==> config.mk <==
export PLATFORM = sky130hd
export DESIGN_NAME = hidden_layer_accumulator
export DESIGN_NICKNAME = d
export VERILOG_FILES = /design/src/rtl/hidden_layer_accumulator.sv
export SDC_FILE = /design/constraint.sdc
export NUM_CORES = 1
export LEC_CHECK = 0
export BUFFER_PORTS_ARGS = -buffer_cell sky130_fd_sc_hd__buf_2
export CAP_MARGIN = 10
export CELL_PAD_IN_SITES_DETAIL_PLACEMENT = 1
export CELL_PAD_IN_SITES_GLOBAL_PLACEMENT = 1
export CORE_MARGIN = 5
export CORE_UTILIZATION = 39
export CTS_BUF_LIST = sky130_fd_sc_hd__clkbuf_8
export DETAILED_ROUTE_END_ITERATION = 12
export MAX_ROUTING_LAYER = met4
export PLACE_DENSITY_LB_ADDON = 0.1
export REMOVE_ABC_BUFFERS = 1
export SETUP_SLACK_MARGIN = 0.05
export SLEW_MARGIN = 10
export SYNTH_ARGS = -nofsm -noshare
export SYNTH_HDL_FRONTEND = slang
export SYNTH_SLANG_ARGS = --single-unit
==> constraint.sdc <==
create_clock -name clk -period 12.1 [get_ports clk]
set_input_delay 3.025 -clock clk [delete_from_list [all_inputs] [get_ports clk]]
set_output_delay 3.025 -clock clk [all_outputs]
set_load 0.02 [all_outputs]
==> src/rtl/hidden_layer_accumulator.sv <==
// Hidden-layer accumulator: pops active pixel indices, sums one signed weight per
// neuron into saturating accumulators, then streams the neuron sums downstream.
//
// state | meaning
// IDLE  | waiting for frameStart, accumulators hold 0
// POP   | pop the next pixel index, or move to EMIT if the queue is empty
// READ  | issue NUM_NEURONS weight reads for the latched pixel
// DRAIN | absorb the final weight of the burst
// EMIT  | present acc[k] on the valid/ready output
// DONE  | pulse frameDone and clear the accumulators
module hidden_layer_accumulator #(
  parameter int NUM_NEURONS  = 16,
  parameter int INDEX_WIDTH  = 10,
  parameter int WEIGHT_WIDTH = 8,
  parameter int ACC_WIDTH    = 18,
  parameter int ADDR_WIDTH   = 14,
  localparam int NEURON_BITS = $clog2(NUM_NEURONS)
) (
  input  logic                    clk,
  input  logic                    reset,
  input  logic                    frameStart,
  input  logic                    queueEmpty,
  input  logic [INDEX_WIDTH-1:0]  indexIn,
  output logic                    dequeue,
  output logic [ADDR_WIDTH-1:0]   weightAddr,
  output logic                    weightRead,
  input  logic [WEIGHT_WIDTH-1:0] weightData,
  output logic                    sumValid,
  input  logic                    sumReady,
  output logic [ACC_WIDTH-1:0]    sumOut,
  output logic [NEURON_BITS-1:0]  sumIndex,
  output logic                    frameDone,
  output logic                    busy,
  output logic                    overrun
);

  typedef enum logic [2:0] {IDLE, POP, READ, DRAIN, EMIT, DONE} stateT;

  localparam logic [NEURON_BITS-1:0] LAST = NEURON_BITS'(NUM_NEURONS - 1);

  stateT                   state, stateNext;
  logic [INDEX_WIDTH-1:0]  pixelReg;
  logic [NEURON_BITS-1:0]  n, k, pendIdx;
  logic                    pending;
  logic [ACC_WIDTH-1:0]    acc [NUM_NEURONS];
  logic [ACC_WIDTH:0]      accExt, weightExt, sumWide;
  logic [ACC_WIDTH-1:0]    accSat;

  always_ff @(posedge clk or negedge reset) begin
    if (!reset) state <= IDLE;
    else        state <= stateNext;
  end

  always_comb begin
    stateNext = state;
    case (state)
      IDLE:    if (frameStart) stateNext = POP;
      POP:     stateNext = queueEmpty ? EMIT : READ;
      READ:    if (n == LAST) stateNext = DRAIN;
      DRAIN:   stateNext = POP;
      EMIT:    if (sumReady && k == LAST) stateNext = DONE;
      DONE:    stateNext = IDLE;
      default: stateNext = IDLE;
    endcase
  end

  always_ff @(posedge clk or negedge reset) begin
    if (!reset) begin
      pixelReg <= '0;
      n        <= '0;
      k        <= '0;
      pendIdx  <= '0;
      pending  <= 1'b0;
      overrun  <= 1'b0;
    end else begin
      if (state == POP) begin
        k <= '0;
        if (!queueEmpty) begin
          pixelReg <= indexIn;
          n        <= '0;
        end
      end
      if (state == READ) n <= n + NEURON_BITS'(1);
      if (state == EMIT && sumReady) k <= k + NEURON_BITS'(1);
      // Read data returns one cycle after the address, so tag it with the neuron.
      pending <= (state == READ);
      pendIdx <= n;
      if (frameStart && state != IDLE) overrun <= 1'b1;
    end
  end

  always_comb begin
    accExt    = {acc[pendIdx][ACC_WIDTH-1], acc[pendIdx]};
    weightExt = {{(ACC_WIDTH + 1 - WEIGHT_WIDTH){weightData[WEIGHT_WIDTH-1]}}, weightData};
    sumWide   = accExt + weightExt;
    accSat    = sumWide[ACC_WIDTH-1:0];
    if (sumWide[ACC_WIDTH] != sumWide[ACC_WIDTH-1])
      accSat = sumWide[ACC_WIDTH] ? {1'b1, {(ACC_WIDTH-1){1'b0}}}
                                  : {1'b0, {(ACC_WIDTH-1){1'b1}}};
  end

  always_ff @(posedge clk or negedge reset) begin
    if (!reset) begin
      for (int i = 0; i < NUM_NEURONS; i++) acc[i] <= '0;
    end else if (state == DONE) begin
      for (int i = 0; i < NUM_NEURONS; i++) acc[i] <= '0;
    end else if (pending) begin
      acc[pendIdx] <= accSat;
    end
  end

  assign dequeue    = (state == POP) && !queueEmpty;
  assign weightRead = (state == READ);
  assign weightAddr = weightRead ? ADDR_WIDTH'({pixelReg, n}) : '0;
  assign sumValid   = (state == EMIT);
  assign sumOut     = sumValid ? acc[k] : '0;
  assign sumIndex   = k;
  assign frameDone  = (state == DONE);
  assign busy       = (state != IDLE);

endmodule
==> flow_metrics.py <==
metrics = {
    "yosys": {
        "synth_top_family_by_area": "multiplexers",
        "synth-simple-area-share": 0.0772,
        "synth-compound-area-share": 0.160,
        "ys_seq_area_frac": 0.466,
        "synth_area_um2": 16900,
        "async_flop_share": 1.00,
        "yosysWarnings": 0,
        "ys_ff_latch": 315,
        "synth-edff-count": 0,
        "synth_xor_area_frac": 0.00673,
        "post_synth.cell_area_avg_um2": 12.7,
        "synthMuxAreaShare": 0.247,
        "ys_types": 64,
        "synth_ff_type": "dfrtp_1",
        "synth_fa_ha_area_frac": 0.0160,
        "synthCells": 1330,
    },
    "setup_path": {
        "crit_type": "reg2out",
        "cpMostUsedCell": "mux4_2",
        "worstPathBufferInverterCount": 2,
        "start_kind": "flop",
        "required_ps": 9070,
        "cp.arrival_ps": 4040,
        "path_delay_family": "multiplexers",
        "path_max_fanout": 40,
        "cp-end-kind": "output pin",
        "critPathSlowestCell": "dfrtp_4",
        "path_cells": "buf_4 > mux4_2 > mux4_2 > nor2b_1 > buf_2",
        "cpPeakStageDelay_ps": 1010,
    },
    "grt": {
        "track_usage": 0.254,
        "antenna_found_initial": 4,
        "grt_max_degree": 119,
        "grt_pass1_vias": 13200,
        "grt_pass1_wl_um": 87600,
        "overflow": 0,
    },
    "outcome": {
        "status": "finished, final reports clean",
    },
    "timing": {
        "setup_viol": 0,
        "fin_skew_ps": 46.9,
        "slew_headroom": 0.152,
        "finalCritPeriodShare": 0.584,
        "tns_ps": 0,
        "hold_viol": 0,
        "max_freq_mhz": 141,
        "rsz0062_at_grt": "false",
        "fin_crit_ps": 7070,
        "finalMaxSlewViolations": 0,
        "worst_slew_pin_slew_ps": 1270,
    },
    "drt": {
        "drc": 0,
        "route.antenna.remaining_nets": 0,
        "dr_total_vias": 12300,
        "drt_wl_total_um": 58200,
        "first_pass_iters": 4,
        "wire_per_inst_um": 29.0,
        "viasPerCell": 6.12,
        "drtIter0Drc": 758,
    },
    "clock_network": {
        "cts.path.max_buffers": 3,
        "cts_tree": "yes",
        "clockRootBuffer": "clkbuf_8",
        "cts_hold_buf": 0,
        "cts.sinks": 315,
        "clk_latency_ps": 670,
        "cts_made_buffers": 56,
        "h-tree-depth": 2,
        "cts_resized": 0,
        "postCtsSetupBuffers": 0,
        "path_clk_slew_ps": 60,
    },
    "floorplanning": {
        "ioPinCount": 65,
        "fp-row-count": 76,
        "start_util": 0.394,
        "die_x_um": 218,
        "dieHeight_um": 218,
        "core_area_um2": 43000,
        "dieArea_um2": 47700,
    },
    "placed_design": {
        "io_buffers": 64,
        "hpwl_um": 36900,
        "place_congestion": 0.843,
    },
    "layout": {
        "drive_gt1_frac": 0.285,
        "fillers": 4522,
        "layout_commonest_cell": "dfrtp_1",
        "mostFrequentLayoutCells": "309 x dfrtp_1, 180 x mux4_2, 180 x nand2_1, 147 x o21ai_0, 146 x a22o_1",
        "multi_input_area_um2": 8740,
        "area_growth_pct": 12.7,
        "seq_area_um2": 7900,
        "fin_nets": 1417,
        "fin_util": 0.444,
    },
    "power_and_ir_drop": {
        "p_leak_nw": 8.14,
        "p_per_area_nw_per_um2": 278,
        "vdd_ir_drop_max_mv": 0.153,
    },
    "job": {
        "drv_cap": 0,
    },
    "hold_path": {
        "hold_class": "reg2reg",
    },
}
## worst register-to-register path, cell delays in order, from the launching register on
cell and delay, ps:
dfrtp_4 930, buf_4 840, mux4_2 680, mux4_2 590, ha_1 450, a21oi_1 340
o21a_1 190, nand3_2 110, a2111oi_4 500, o2bb2ai_2 400, a21oi_1 1030, o21ai_0 230
## metal layers
| layer | GRT usage | share of wire | up-vias |
|---|---|---|---|
| met1 | 0.327 | 0.42 | 6622 |
| met2 | 0.413 | 0.50 | 342 |
| met3 | 0.0582 | 0.057 | 91 |
| met5 | - | 0 | - |
| met4 | 0.0668 | 0.023 | 0 |
| li1 | - | - | 5237 |
## power breakdown
part	internal (mW)	leakage, nW	switching, mW
sequential	1.37	4.27	0.340
combinational	0.929	3.18	1.61
clock	0.573	0.688	0.481
total	2.87	8.14	2.43
## worst paths after layout
kind	startpoint	to	slack, ps	cells after the start
setup / recovery	sumIndex[0]	sumOut[17]	5030	5
hold / removal	overrun	overrun	450	1
setup reg to reg	pendIdx[0]	acc[134]	5620	11
hold reg to reg	overrun	overrun	450	1
max in group asynchronous	reset	acc[242]	7450	3
min in group asynchronous	reset	acc[105]	2460	1
## synth_stat cells, drive strengths merged, types with 4 or more instances
cell type,instances,area share
and2,16,0.0059
a21oi,35,0.011
nor2b,24,0.0089
nand3,7,0.0024
a31oi,8,0.0042
clkbuf,68,0.015
nand2b,10,0.0037
ha,20,0.015
mux2,11,0.0073
xor2,5,0.0026
nand2,180,0.040
buf,31,0.0097
a22o,146,0.076
a21o,13,0.0058
mux4,180,0.24
xnor2,8,0.0041
inv,9,0.0020
and3,4,0.0015
dfrtp,315,0.47
o21ai,161,0.048
nor2,35,0.0078
## state kept, by name (all words and copies together), names as in the netlist
signal    cells
sumIndex      4
acc         288
pending       1
pixelReg     10
overrun       1
state         3
n             4
pendIdx       4
## area by class of cell
class | count | area share
antenna | 4 | 0.000525
clock buffer | 75 | 0.0541
clock inverter | 30 | 0.00813
inverter | 9 | 0.00177
multi-input combinational | 907 | 0.458
sequential | 315 | 0.414
tap | 585 | 0.0384
timing repair buffer | 84 | 0.0252
## through the flow
step           hold slack (ps)  total power [mW]  setup slack (ps)  area, µm²  cells
6_report                   455              5.30              5030      19100   2009
5_1_grt                    486              5.60              4760      19100   2009
4_1_cts                    466              5.33              4910      19100   2005
3_5_place_dp               452              4.26              5280      17900   1900
3_3_place_gp               439              4.21              5280      17900   1900
2_1_floorplan              410              3.29              4230      16500   1231
## logic make-up (layout without fill, tap and decap cells)
logic type      count (synthesis)  in the layout
compound gates                388            388
xor+xnor                       13             13
fa+ha+maj                      21             21
buf+inv                       108            198
flops                         315            315
mux                           192            192
other cells                     0              4
simple gates                  293            293
Power figures use the tool's default switching activity.
